## src/rtl/id_ex_pipe_reg.sv

```systemverilog
// Decode-to-execute pipeline register with a 2-entry skid buffer, flush and
// bubble-masked control. Also keeps saturating stall/bubble counters. State changes on the falling clock edge.
module id_ex_pipe_reg #(
    parameter int DATA_W = 158,
    parameter int CTRL_W = 12,
    parameter int CNT_W  = 16
) (
    input  logic              clk,
    input  logic              rst_n,
    input  logic              in_valid,
    output logic              in_ready,
    input  logic [DATA_W-1:0] in_data,
    input  logic [CTRL_W-1:0] in_ctrl,
    input  logic              flush,
    output logic              out_valid,
    input  logic              out_ready,
    output logic [DATA_W-1:0] out_data,
    output logic [CTRL_W-1:0] out_ctrl,
    output logic [CNT_W-1:0]  stall_cnt,
    output logic [CNT_W-1:0]  bubble_cnt,
    output logic [1:0]        dbg_state
);

    // Encoding is {main_valid, skid_valid}; (0,1) is unreachable.
    typedef enum logic [1:0] {
        ST_EMPTY = 2'b00,
        ST_FULL1 = 2'b10,
        ST_FULL2 = 2'b11
    } state_e;

    state_e              state_q;
    logic [DATA_W-1:0]   main_data_q;
    logic [CTRL_W-1:0]   main_ctrl_q;
    logic [DATA_W-1:0]   skid_data_q;
    logic [CTRL_W-1:0]   skid_ctrl_q;
    logic [CNT_W-1:0]    stall_cnt_q;
    logic [CNT_W-1:0]    stall_cnt_d;
    logic [CNT_W-1:0]    bubble_cnt_q;
    logic [CNT_W-1:0]    bubble_cnt_d;
    logic                main_valid;

    assign main_valid = state_q[1];

    always_comb begin
        stall_cnt_d  = stall_cnt_q;
        bubble_cnt_d = bubble_cnt_q;
        if (main_valid && !out_ready && (stall_cnt_q != {CNT_W{1'b1}}))
            stall_cnt_d = stall_cnt_q + 1'b1;
        if (!main_valid && out_ready && (bubble_cnt_q != {CNT_W{1'b1}}))
            bubble_cnt_d = bubble_cnt_q + 1'b1;
    end

    always_ff @(negedge clk or negedge rst_n) begin
        if (!rst_n) begin
            state_q      <= ST_EMPTY;
            main_data_q  <= '0;
            main_ctrl_q  <= '0;
            skid_data_q  <= '0;
            skid_ctrl_q  <= '0;
            stall_cnt_q  <= '0;
            bubble_cnt_q <= '0;
        end else begin
            stall_cnt_q  <= stall_cnt_d;
            bubble_cnt_q <= bubble_cnt_d;
            if (flush) begin
                // Data registers keep their value; only the valid bits drop.
                state_q <= ST_EMPTY;
            end else begin
                case (state_q)
                    ST_EMPTY: begin
                        if (in_valid) begin
                            main_data_q <= in_data;
                            main_ctrl_q <= in_ctrl;
                            state_q     <= ST_FULL1;
                        end
                    end
                    ST_FULL1: begin
                        if (out_ready) begin
                            if (in_valid) begin
                                main_data_q <= in_data;
                                main_ctrl_q <= in_ctrl;
                            end else begin
                                state_q <= ST_EMPTY;
                            end
                        end else if (in_valid) begin
                            skid_data_q <= in_data;
                            skid_ctrl_q <= in_ctrl;
                            state_q     <= ST_FULL2;
                        end
                    end
                    ST_FULL2: begin
                        // in_ready is low here, so in_valid is ignored.
                        if (out_ready) begin
                            main_data_q <= skid_data_q;
                            main_ctrl_q <= skid_ctrl_q;
                            state_q     <= ST_FULL1;
                        end
                    end
                    default: state_q <= ST_EMPTY;
                endcase
            end
        end
    end

    assign in_ready   = (state_q != ST_FULL2);
    assign out_valid  = main_valid;
    assign out_data   = main_data_q;
    assign out_ctrl   = main_ctrl_q & {CTRL_W{main_valid}};
    assign stall_cnt  = stall_cnt_q;
    assign bubble_cnt = bubble_cnt_q;
    assign dbg_state  = state_q;

endmodule
```

## config.mk

```make
export PLATFORM = sky130hd
export DESIGN_NAME = id_ex_pipe_reg
export DESIGN_NICKNAME = d
export VERILOG_FILES = /design/src/rtl/id_ex_pipe_reg.sv
export SDC_FILE = /design/constraint.sdc
export NUM_CORES = 1
export LEC_CHECK = 0
export CORE_UTILIZATION = 50
export CTS_CLUSTER_SIZE = 20
export DETAILED_ROUTE_END_ITERATION = 8
export PLACE_DENSITY = 0.8
export SLEW_MARGIN = 40
export SYNTH_ARGS = -nofsm -noshare
export SYNTH_HDL_FRONTEND = slang
export SYNTH_SLANG_ARGS = --single-unit
```

## constraint.sdc

```tcl
create_clock -name clk -period 2.6 [get_ports clk]
set_clock_uncertainty 0.05 [all_clocks]
set_input_delay 0.26 -clock clk [delete_from_list [all_inputs] [get_ports clk]]
set_output_delay 0.26 -clock clk [all_outputs]
set_load 0.01 [all_outputs]
```

# --- Word level (Yosys, flattened, before mapping) ---
# Index checks and enable logic that the tools add are counted.
totals:
  output_inout_bits: 206
  elab_cells: 49
  ff_bits: 374
  inputBits: 175
op_classes:
  n_bitwise: 3
  n_addsub: 2
  n_reduce_logical: 11
  mux: 15
  n_eq_ne: 11
op_table:
  columns: ["operator", "count"]
  rows:
  - ["$mux W158", 3]
  - ["$pmux W158 S3", 1]
  - ["$mux W12", 3]
  - ["$pmux W12 S3", 1]
  - ["$add A16 B1 Y16 const B", 2]
  - ["$ne A16 B16 Y1 const B", 2]
  - ["$and A12 B12 Y12", 1]
  - ["$mux W2", 6]
  - ["$reduce_and A4 Y1", 3]
  - ["$ne A4 B4 Y1 const B", 2]
  - ["$ne A2 B2 Y1 const B", 3]
  - ["$ne A3 B3 Y1 const B", 2]
  - ["$pmux W2 S3", 1]
  - ["$eq A2 B2 Y1 const B", 2]
  - ["$logic_and A1 B1 Y1", 4]
  - ["$reduce_bool A3 Y1", 1]
  - ["$logic_not A1 Y1", 2]
  - ["$logic_not A2 Y1", 1]
  - ["$not A1 Y1", 2]

# --- Logic depth before layout (Yosys ltp) ---
# Gate-level depths: netlist (run 1).
logic_depth:
  ltp_word: 4
  mapped_depth: 9
  ltp_nobuf: 6

==> results.md, run 1 <==
* Status: finished with violations
* Failing checks: negative setup slack
* Worst-path clk slew at 0.05 ns
* Iteration-0 DRC Markers at around 550
* Unique masters post-synth at 46
* Biggest area consumer among synthesized cells: dfrtn_1
* Max Cap Viol at 0
* First-pass GRT wire length at between 70,000 and 80,000 um
* Synthesized area per cell at 12.5 um^2
* GRT busiest layer: met2
* CP startpoint: dbg_state[1]$_DFFE_NN0P_
* Total gr overflow at 0
* Root Buffer: clkbuf_16
* Share of layout cells above drive strength 1 at between 30% and 40%
* R2R setup slack at between 0.1 and 0.15 ns
* Number of H-tree levels at 2
* Starting Density at 50.7%
* Die Area at roughly 33,000 um^2
* Total negative setup slack at -22.05 ns
* CTS tree: built
* Clk Latency, worst-skew pair at between 0.5 and 0.6 ns
* WS Path Type: reg -> out
* Port buffer count at 380
* Critical Path Stages at 4
* Asr flop ratio synth at 100%
* RSZ-0062 raised after global routing: yes
* M2 GR Usage at 47.1%
* Util after Layout at 74.8%
* Top cells by area, synth: dfrtn_1 (59%), mux2i_1 (11%), mux2_1 (7.1%)
* Maximum VDD drop at between 500 and 600 uV
* Final setup margin at -0.481 ns
* Cells after DPL at about 2,100
* DP Worst Slack at -0.818 ns
* Fin. Hold Viols at 0
* Final antenna-violating net count at 0
* Worst Path Buf+Inv at 3
* DRT Wirelength at approximately 45,000 um
* Final instance area at 23,500 um^2
* Gpl congestion at 0.831
* Sequential share of the synthesized area at 58.6%
* WL/cell at just under 20 um
* Max clock buf depth at 3
* Layout area overhead at 47.5%
* EDFF count, synth at 0
* Placed cell areas at ~21,000 um^2
* Critical path capture point: out_ctrl[3]
* Count leader, synth: dfrtn_1
* Reg-to-reg endpoint: skid_data_q[148]$_DFFE_NN0P_
* Die Y at 181 um
* Routed vias/inst at around 5.3
* Largest net degree at the start of global routing at approximately 50
* Mapped Cells at roughly 1,300
* Met1 usage at 33.9%
* Final setup vio count at 206
* DR vias at 12,360
* Number of buffers created by CTS at just over 40
* Critical Path Sink Type: primary output
* Synthesized area at between 15,000 and 20,000 um^2
* Max-slew headroom at the worst pin at 56.6%
* Die width at about 180 um
* Fin. max-slew vios at 0
* Reg2reg path depth at 11
* GRT Total Usage at 27.3%
* Hold Path Class: reg -> reg
* Core footprint at approximately 31,000 um^2
* Static Leak at between 10 and 15 nW
* Crit-path max cell delay at roughly 0.47 ns
* CP delay by family, top: flip-flops
* CP Cell Sequence: buf_12, buf_6, and2_4, buf_6
* Initial antenna violation count at 3
* DR DRC count at 0
* I/O Pins at around 380
* Final nets at between 2,000 and 2,500
* Synth Register Bits at ~370
* PwrDens at 962 nW/um^2
* Num rows at 65
* Total clock sinks at ~370
* Non-filler instance count after layout at roughly 2,300
* Synthesis Warnings at 0
* Share of the synthesized area in the top cell type at about 60%
* Primary FF master, synth: dfrtn_1
* CP Data Required Time at between 2 and 2.5 ns
* Post-DP HPWL at around 29,000 um
* Routing usage on met3 at just under 6%
* Crit path launch type: flop
* Max FO, Critical Path at 8
* Critical Path AT at ~2.8 ns
* CP max-delay cell: dfrtn_1
* R2r startpoint: dbg_state[1]$_DFFE_NN0P_
* Vias in the first global route at ~13,000
* Worst Tran Pin Value at 0.649 ns
* CP most frequent cell: buf_6
* Post-synth top cells: dfrtn_1 (374), nand2_1 (182), mux2i_1 (173), o21ai_0 (171), mux2_1 (101)
* Synthesized net count at between 1,000 and 1,500
* DRT Pass-1 Iters at 5
-- layout by cell type (no fill, tap or decap), types with 3 or more instances in the layout --
cell / count
nand4_1: 9
and2_4: 12
nor2b_1: 3
inv_1: 4
ha_1: 4
nand3_1: 9
and4_1: 3
buf_6: 76
clkdlybuf4s50_1: 170
clkbuf_8: 10
clkbuf_1: 7
xor2_1: 18
mux2_4: 39
nor2_1: 16
xnor2_1: 9
mux2i_1: 173
clkinv_2: 5
mux2_1: 67
nor3_2: 5
nand2_1: 182
buf_4: 206
buf_12: 35
bufinv_16: 4
mux2_2: 68
buf_2: 135
buf_16: 10
o21ai_0: 171
dfrtn_1: 374
nor3_1: 3
clkbuf_16: 43
-- cells by family (layout without fill, tap and decap cells) --
kind of cell	count (synthesis)	in the layout	share of synthesized area, %
flip-flops	374	374	58.6
multiplexers	347	347	23.1
XOR/XNOR	27	27	1.48
buffers and inverters	83	712	2.75
AO/OA/AOI/OAI	181	181	6.07
adder cells (fa/ha/maj)	7	7	0.548
other	0	2	0
AND/OR/NAND/NOR	262	262	7.42
-- area by class of cell --
cell class                 instances  area (um^2)
antenna                            2         5.00
clock buffer                      60         1240
sequential                       374         9360
tap                              402          503
fill                            1964         7930
multi-input combinational        824         6470
timing repair buffer             636         5800
clock inverter                    10          154
inverter                           6         22.5
-- worst min-delay path, stage by stage, from the launching register on --
cell and delay, ns:
dfrtn_1 0.39, nand2_1 0.04, o21ai_0 0.06
-- through the flow --
stage | total power [mW] | hold WS, ns
6_report | 22.7 | 0.369
5_1_grt | 23.8 | 0.397
4_1_cts | 22.2 | 0.376
3_5_place_dp | 16.0 | 0.373
3_3_place_gp | 15.7 | 0.368
2_1_floorplan | 12.4 | 0.353
-- what timing repair did --
item / 4_1_cts / 5_1_grt
resized for setup: 959 / 22
endpoints found under the hold margin: 0 / 0
setup buffers: 75 / 67
endpoints found under the setup margin: 561 / 373
hold buffers: 0 / 0
gates cloned: 11 / 0
pin swaps: 2 / 1
-- worst min path at each step --
stage / from / to / slack (ns) / cells after the start
6_report: out_data[22]$_DFFE_NN0P_ / out_data[22]$_DFFE_NN0P_ / 0.37 / 2
2_1_floorplan: main_ctrl_q[0]$_DFFE_NN0P_ / main_ctrl_q[0]$_DFFE_NN0P_ / 0.35 / 2
3_5_place_dp: main_ctrl_q[0]$_DFFE_NN0P_ / main_ctrl_q[0]$_DFFE_NN0P_ / 0.37 / 2
3_3_place_gp: main_ctrl_q[2]$_DFFE_NN0P_ / main_ctrl_q[2]$_DFFE_NN0P_ / 0.37 / 2
5_1_grt: out_data[114]$_DFFE_NN0P_ / out_data[114]$_DFFE_NN0P_ / 0.40 / 2
4_1_cts: out_data[144]$_DFFE_NN0P_ / out_data[144]$_DFFE_NN0P_ / 0.38 / 2
-- registers in the layout, summed over array words and instances (netlist names) --
signal and count:
out_data 158, skid_data_q 158, bubble_cnt 16, stall_cnt 16, main_ctrl_q 12, skid_ctrl_q 12, dbg_state 2
-- power by group --
group          switching [mW]  internal, mW
registers                1.39          8.30
logic                    2.94          4.04
clock network            2.30          3.69
total                    6.63          16.0
-- metal layers --
metal	vias up	share of wire [%]
li1	5656	-
met1	6166	40
met2	440	50
met3	96	6.7
met4	2	3.4
met5	-	0.031
Note: power is estimated with default switching activity, not from simulation.
==> inputs of run 2 (changes only) <==
--- a/config.mk
+++ b/config.mk
@@ -5,6 +5,7 @@
 export SDC_FILE = /design/constraint.sdc
 export NUM_CORES = 1
 export LEC_CHECK = 0
+export CORE_ASPECT_RATIO = 0.75
 export CORE_UTILIZATION = 50
 export CTS_CLUSTER_SIZE = 20
 export DETAILED_ROUTE_END_ITERATION = 8
==> constraint.sdc (replaced) <==
create_clock -name clk -period 2.6 [get_ports clk]
set_clock_uncertainty 0.05 [all_clocks]
set_input_delay 0.26 -clock clk [delete_from_list [all_inputs] [get_ports clk]]
set_output_delay 0.26 -clock clk [all_outputs]
set_load 0.02 [all_outputs]
==> results.md, run 2 (synthesized netlist as in run 1, its figures left out) <==
* Status: finished with violations
* Failing checks: negative setup slack
* GRT Total Usage at 27.5% (+0.13 points)
* Die Area at 32,700 um^2 (about the same)
* Gpl congestion at 0.807 (-2.9%)
* Crit path launch type: flop
* DP Worst Slack at -0.841 ns (-0.0226 ns)
* Hold Path Class: reg -> reg
* Worst-path clk slew at 0.05 ns (about the same)
* Post-DP HPWL at 29,400 um (+2.4%)
* WL/cell at 20.0 um (+2.3%)
* Share of layout cells above drive strength 1 at 35.0% (-0.30 points)
* Final setup vio count at 206 (unchanged)
* Total clock sinks at 374 (unchanged)
* Largest net degree at the start of global routing at 52 (+6.1%)
* Initial antenna violation count at 2 (-1)
* FILL cells at 1,861 (-5.2%)
* Total negative setup slack at -26.53 ns (-4.48 ns)
* Non-filler instance count after layout at 2,298 (-0.69%)
* Fin. max-slew vios at 0 (unchanged)
* Die Y at 157 um (-13%)
* PwrDens at 1000 nW/um^2 (+4.2%)
* Clk pwr share at 24.2% (-2.2 points)
* Commonest non-fill, non-tap cells in the layout: dfrtn_1 (374), buf_6 (212), buf_4 (193)
* Max clock buf depth at 3 (unchanged)
* Starting Density at 51.0% (+0.25 points)
* I/O Pins at 381 (unchanged)
* Maximum VDD drop at 888 uV (+52%)
* Critical Path Sink Type: primary output
* Layout area overhead at 51.1%
* Number of buffers created by CTS at 38 (-7.3%)
* Iteration-0 DRC Markers at 686 (+25%)
* Num rows at 56 (-14%)
* Most common cell after layout, fill and taps aside: dfrtn_1
* WS Path Type: reg -> out
* First-pass GRT wire length at 70,100 um (-0.75%)
* Fin. Hold Viols at 0 (unchanged)
* Cells after DPL at 2,100 (+0.29%)
* Placed cell areas at 21,300 um^2 (+0.32%)
* Sequential power share at 40.6% (-2.2 points)
* Final setup margin at -0.488 ns (-0.00693 ns)
* DR vias at 12,363 (+0.024%)
* Final antenna-violating net count at 0 (unchanged)
* CP Data Required Time at 2.29 ns (about the same)
* Final nets at 2,048 (-0.82%)
* Critical Path AT at 2.78 ns (about the same)
* P_sw at 7.54 mW (+14%)
* R2R setup slack at 0.22 ns (+0.10 ns)
* DR DRC count at 0 (unchanged)
* DRT Pass-1 Iters at 5 (unchanged)
* Worst hold margin at 0.381 ns (+0.0115 ns)
* Die width at 208 um (+15%)
* Power share of the combinational group at 35.2% (+4.4 points)
* Max FO, Critical Path at 5 (-3)
* Vias in the first global route at 12,881 (-1.4%)
* Port buffer count at 380 (unchanged)
* Max Cap Viol at 0 (unchanged)
* Routed vias/inst at 5.38 (+0.72%)
* Root Buffer: clkbuf_16
* Number of H-tree levels at 2 (unchanged)
* Total gr overflow at 0 (unchanged)
* Final instance area at 24,100 um^2 (+2.5%)
* Worst Tran Pin Value at 0.695 ns (+0.0457 ns)
* Max-slew headroom at the worst pin at 53.5% (-3.1 points)
* Static Leak at 10.9 nW (+0.81%)
* DRT Wirelength at 45,900 um (+1.6%)
* RSZ-0062 raised after global routing: yes
* Core footprint at 31,300 um^2 (-0.49%)
* Pint at 16.7 mW (+3.9%)
* Sw Share at 31.2% (+1.9 points)
* CTS tree: built
* Clk Latency, worst-skew pair at 0.53 ns (about the same)
==> run 2: routing by layer <==
layer	part of all wire [%]	routed length [um]	up-vias	track usage, %
li1	-	-	5644	-
met1	40	18300	6169	33.7
met2	48	22300	451	45.2
met3	8.4	3860	99	8.77
met4	3.4	1540	0	10.9
met5	0	0	-	0
==> run 2: power groups by stage <==
| stage | clock [mW] | sequential, mW | combinational [mW] |
|---|---|---|---|
| global route | 6.15 | 10.1 | 9.08 |
| global placement | 0 | 9.50 | 6.96 |
| floorplan | 0 | 10.5 | 2.73 |
| finish | 5.85 | 9.83 | 8.52 |
| detailed placement | 0 | 9.65 | 7.23 |
| CTS | 5.92 | 9.75 | 8.12 |
==> run 2: worst paths after layout <==
path	endpoint	cells after the start	from
hold / removal	main_ctrl_q[7]$_DFFE_NN0P_	2	main_ctrl_q[7]$_DFFE_NN0P_
min in group asynchronous	bubble_cnt[10]$_DFFE_NN0P_	1	rst_n
max in group asynchronous	stall_cnt[4]$_DFFE_NN0P_	2	rst_n
hold reg to reg	main_ctrl_q[7]$_DFFE_NN0P_	2	main_ctrl_q[7]$_DFFE_NN0P_
setup reg to reg	skid_data_q[135]$_DFFE_NN0P_	10	dbg_state[1]$_DFFE_NN0P_
setup / recovery	out_ctrl[4]	4	dbg_state[1]$_DFFE_NN0P_
==> run 2: layout make-up <==
class | count | area [um^2] | area share (%)
Clock inverter | 16 | 230 | 0.954
Inverter | 6 | 22.5 | 0.0933
Tap cell | 406 | 508 | 2.11
Clock buffer | 47 | 1090 | 4.51
Sequential cell | 374 | 9360 | 38.8
Multi-Input combinational cell | 824 | 6480 | 26.8
Timing Repair Buffer | 622 | 6430 | 26.7
Antenna cell | 3 | 7.51 | 0.0311
==> run 2: critical path: stages (launching register included) <==
cell and delay, ns:
dfrtn_1 0.42, buf_6 0.14, buf_12 0.13, and2_4 0.15, buf_6 0.11
==> run 2: per-stage QoR <==
stage	utilization, %	total power [mW]
2_1_floorplan	-	13.2
3_3_place_gp	68.2	16.5
3_5_place_dp	68.2	16.9
4_1_cts	75.5	23.8
5_1_grt	77.0	25.3
6_report	77.0	24.2
==> run 2: what timing repair did <==
action	4_1_cts	5_1_grt
pin swaps	2	1
gates cloned	3	3
gates resized for setup	1239	18
setup endpoints to repair	557	234
setup buffers	73	56
hold buffers	0	0
==> inputs of run 3 (changes only) <==
--- a/config.mk
+++ b/config.mk
@@ -5,12 +5,13 @@
 export SDC_FILE = /design/constraint.sdc
 export NUM_CORES = 1
 export LEC_CHECK = 0
+export CAP_MARGIN = 20
 export CORE_ASPECT_RATIO = 0.75
 export CORE_UTILIZATION = 50
 export CTS_CLUSTER_SIZE = 20
 export DETAILED_ROUTE_END_ITERATION = 8
 export PLACE_DENSITY = 0.8
-export SLEW_MARGIN = 40
+export RECOVER_POWER = 25
 export SYNTH_ARGS = -nofsm -noshare
 export SYNTH_HDL_FRONTEND = slang
 export SYNTH_SLANG_ARGS = --single-unit
==> results.md, run 3 (synthesized netlist as in run 1, its figures left out) <==
* Sw Share at 31.1% (about the same)
* DR vias at 12,319 (-0.36%)
* CP max-delay cell: dfrtn_1
* Max-slew headroom at the worst pin at 4.25% (-49 points)
* Placed cell areas at 21,300 um^2 (unchanged)
* DRT Wirelength at 45,900 um (-0.14%)
* Status: finished with violations
* Critical Path AT at 2.77 ns (about the same)
* RSZ-0062 raised after global routing: yes
* Pint at 16.6 mW (about the same)
* Crit path launch type: flop
* FILL cells at 1,867 (+0.32%)
* CTS tree: built
* Sequential power share at 40.6% (about the same)
* CP most frequent cell: buf_6
* DP Worst Slack at -0.841 ns (unchanged)
* Maximum VDD drop at 887 uV (-0.11%)
* Max Cap Viol at 0 (unchanged)
* Num rows at 56 (unchanged)
* Final setup margin at -0.483 ns (+0.00453 ns)
* Share of layout cells above drive strength 1 at 35.0% (unchanged)
* Die width at 208 um (unchanged)
* Final antenna-violating net count at 0 (unchanged)
* DRT Pass-1 Iters at 5 (unchanged)
* Final nets at 2,048 (unchanged)
* Power share of the combinational group at 35.2% (about the same)
* Clk pwr share at 24.2% (about the same)
* Post-DP HPWL at 29,400 um (unchanged)
* Layout area overhead at 50.7%
* Iteration-0 DRC Markers at 711 (+3.6%)
* Worst hold margin at 0.381 ns (unchanged)
* GRT Total Usage at 27.5% (unchanged)
* Fin. max-slew vios at 0 (unchanged)
* Static Leak at 10.8 nW (-0.23%)
* P_sw at 7.53 mW (-0.21%)
* Number of buffers created by CTS at 38 (unchanged)
* Fin. Hold Viols at 0 (unchanged)
* Crit-path max cell delay at 0.42 ns (about the same)
* First-pass GRT wire length at 70,100 um (unchanged)
* Max FO, Critical Path at 5 (unchanged)
* Starting Density at 51.0% (unchanged)
* Most common cell after layout, fill and taps aside: dfrtn_1
* CP Data Required Time at 2.29 ns (about the same)
* Vias in the first global route at 12,881 (unchanged)
* PwrDens at 1000 nW/um^2 (+0.17%)
* Final setup vio count at 206 (unchanged)
* Power Total at 24.2 mW (-0.11%)
* WS Path Type: reg -> out
* CP Cell Sequence: buf_6, buf_12, and2_4, buf_6
* Critical Path Sink Type: primary output
* Failing checks: negative setup slack
* Cells after DPL at 2,100 (unchanged)
* Worst-path clk slew at 0.05 ns (about the same)
* Commonest non-fill, non-tap cells in the layout: dfrtn_1 (374), buf_6 (217), buf_4 (194)
* Root Buffer: clkbuf_16
* Port buffer count at 380 (unchanged)
* Worst Tran Pin Value at 1.44 ns (+0.742 ns)
* Non-filler instance count after layout at 2,298 (unchanged)
* Clk Latency, worst-skew pair at 0.53 ns (about the same)
* Routed vias/inst at 5.36 (-0.36%)
* Hold Path Class: reg -> reg
* Initial antenna violation count at 2 (unchanged)
* I/O Pins at 381 (unchanged)
* Util after Layout at 76.8% (-0.21 points)
* Die Area at 32,700 um^2 (unchanged)
* WL/cell at 20.0 um (-0.14%)
* Max clock buf depth at 3 (unchanged)
* Core footprint at 31,300 um^2 (unchanged)
* DR DRC count at 0 (unchanged)
* Total clock sinks at 374 (unchanged)
* Number of H-tree levels at 2 (unchanged)
* Total gr overflow at 0 (unchanged)
* Total negative setup slack at -26.35 ns (+0.174 ns)
* Largest net degree at the start of global routing at 52 (unchanged)
* Final instance area at 24,100 um^2 (-0.27%)
* Gpl congestion at 0.807 (unchanged)
* Die Y at 157 um (unchanged)
[run 3: cell types whose count changed in the layout (fill, tap and decap cells not counted)]
| cell | delta |
|---|---|
| buf_12 | -6 |
| buf_6 | +5 |
| clkbuf_2 | +1 |
| buf_8 | -1 |
| buf_4 | +1 |
[run 3: critical path: cells and delay by family, from the launching register on]
family | cells | cell delay, ns
buf+inv | 3 | 0.37
flops | 1 | 0.42
simple gates | 1 | 0.15
[run 3: layer usage]
metal / GRT usage, % / wire (um) / up-vias
met3: 8.77 / 3850 / 92
met1: 33.7 / 18300 / 6147
li1: - / - / 5642
met5: 0 / 0 / -
met4: 10.9 / 1510 / 0
met2: 45.2 / 22300 / 438
[run 3: repair_timing]
item	CTS	global route
hold endpoints to repair	0	0
hold buffers	0	0
buffers inserted	73	56
setup endpoints to repair	557	234
pin swaps	2	1
cloned	3	3
resized for setup	1239	18
[run 3: area by class of cell]
| type | instances | area [um^2] | area share, % |
|---|---|---|---|
| clock buffer | 47 | 1090 | 4.52 |
| timing repair buffer | 622 | 6370 | 26.5 |
| multi-input combinational | 824 | 6480 | 26.9 |
| inverter | 6 | 22.5 | 0.0936 |
| tap | 406 | 508 | 2.11 |
| clock inverter | 16 | 230 | 0.957 |
| sequential | 374 | 9360 | 38.9 |
| antenna | 3 | 7.51 | 0.0312 |
[run 3: worst paths after layout]
path / from / end / slack (ns) / depth (start not counted)
worst max-delay path: dbg_state[1]$_DFFE_NN0P_ / out_ctrl[4] / -0.48 / 4
worst min-delay path: main_ctrl_q[7]$_DFFE_NN0P_ / main_ctrl_q[7]$_DFFE_NN0P_ / 0.38 / 2
worst max register to register: dbg_state[1]$_DFFE_NN0P_ / skid_data_q[135]$_DFFE_NN0P_ / 0.22 / 10
worst min register to register: main_ctrl_q[7]$_DFFE_NN0P_ / main_ctrl_q[7]$_DFFE_NN0P_ / 0.38 / 2
max in group asynchronous: rst_n / skid_data_q[94]$_DFFE_NN0P_ / 0.22 / 2
min in group asynchronous: rst_n / bubble_cnt[10]$_DFFE_NN0P_ / 1.19 / 1
[run 3: power by group through the flow]
stage	registers (mW)	logic, mW	clock network [mW]
CTS	9.75	8.12	5.92
global route	10.1	9.06	6.15
detailed placement	9.65	7.23	0
floorplan	10.5	2.73	0
global placement	9.50	6.96	0
finish	9.83	8.50	5.84
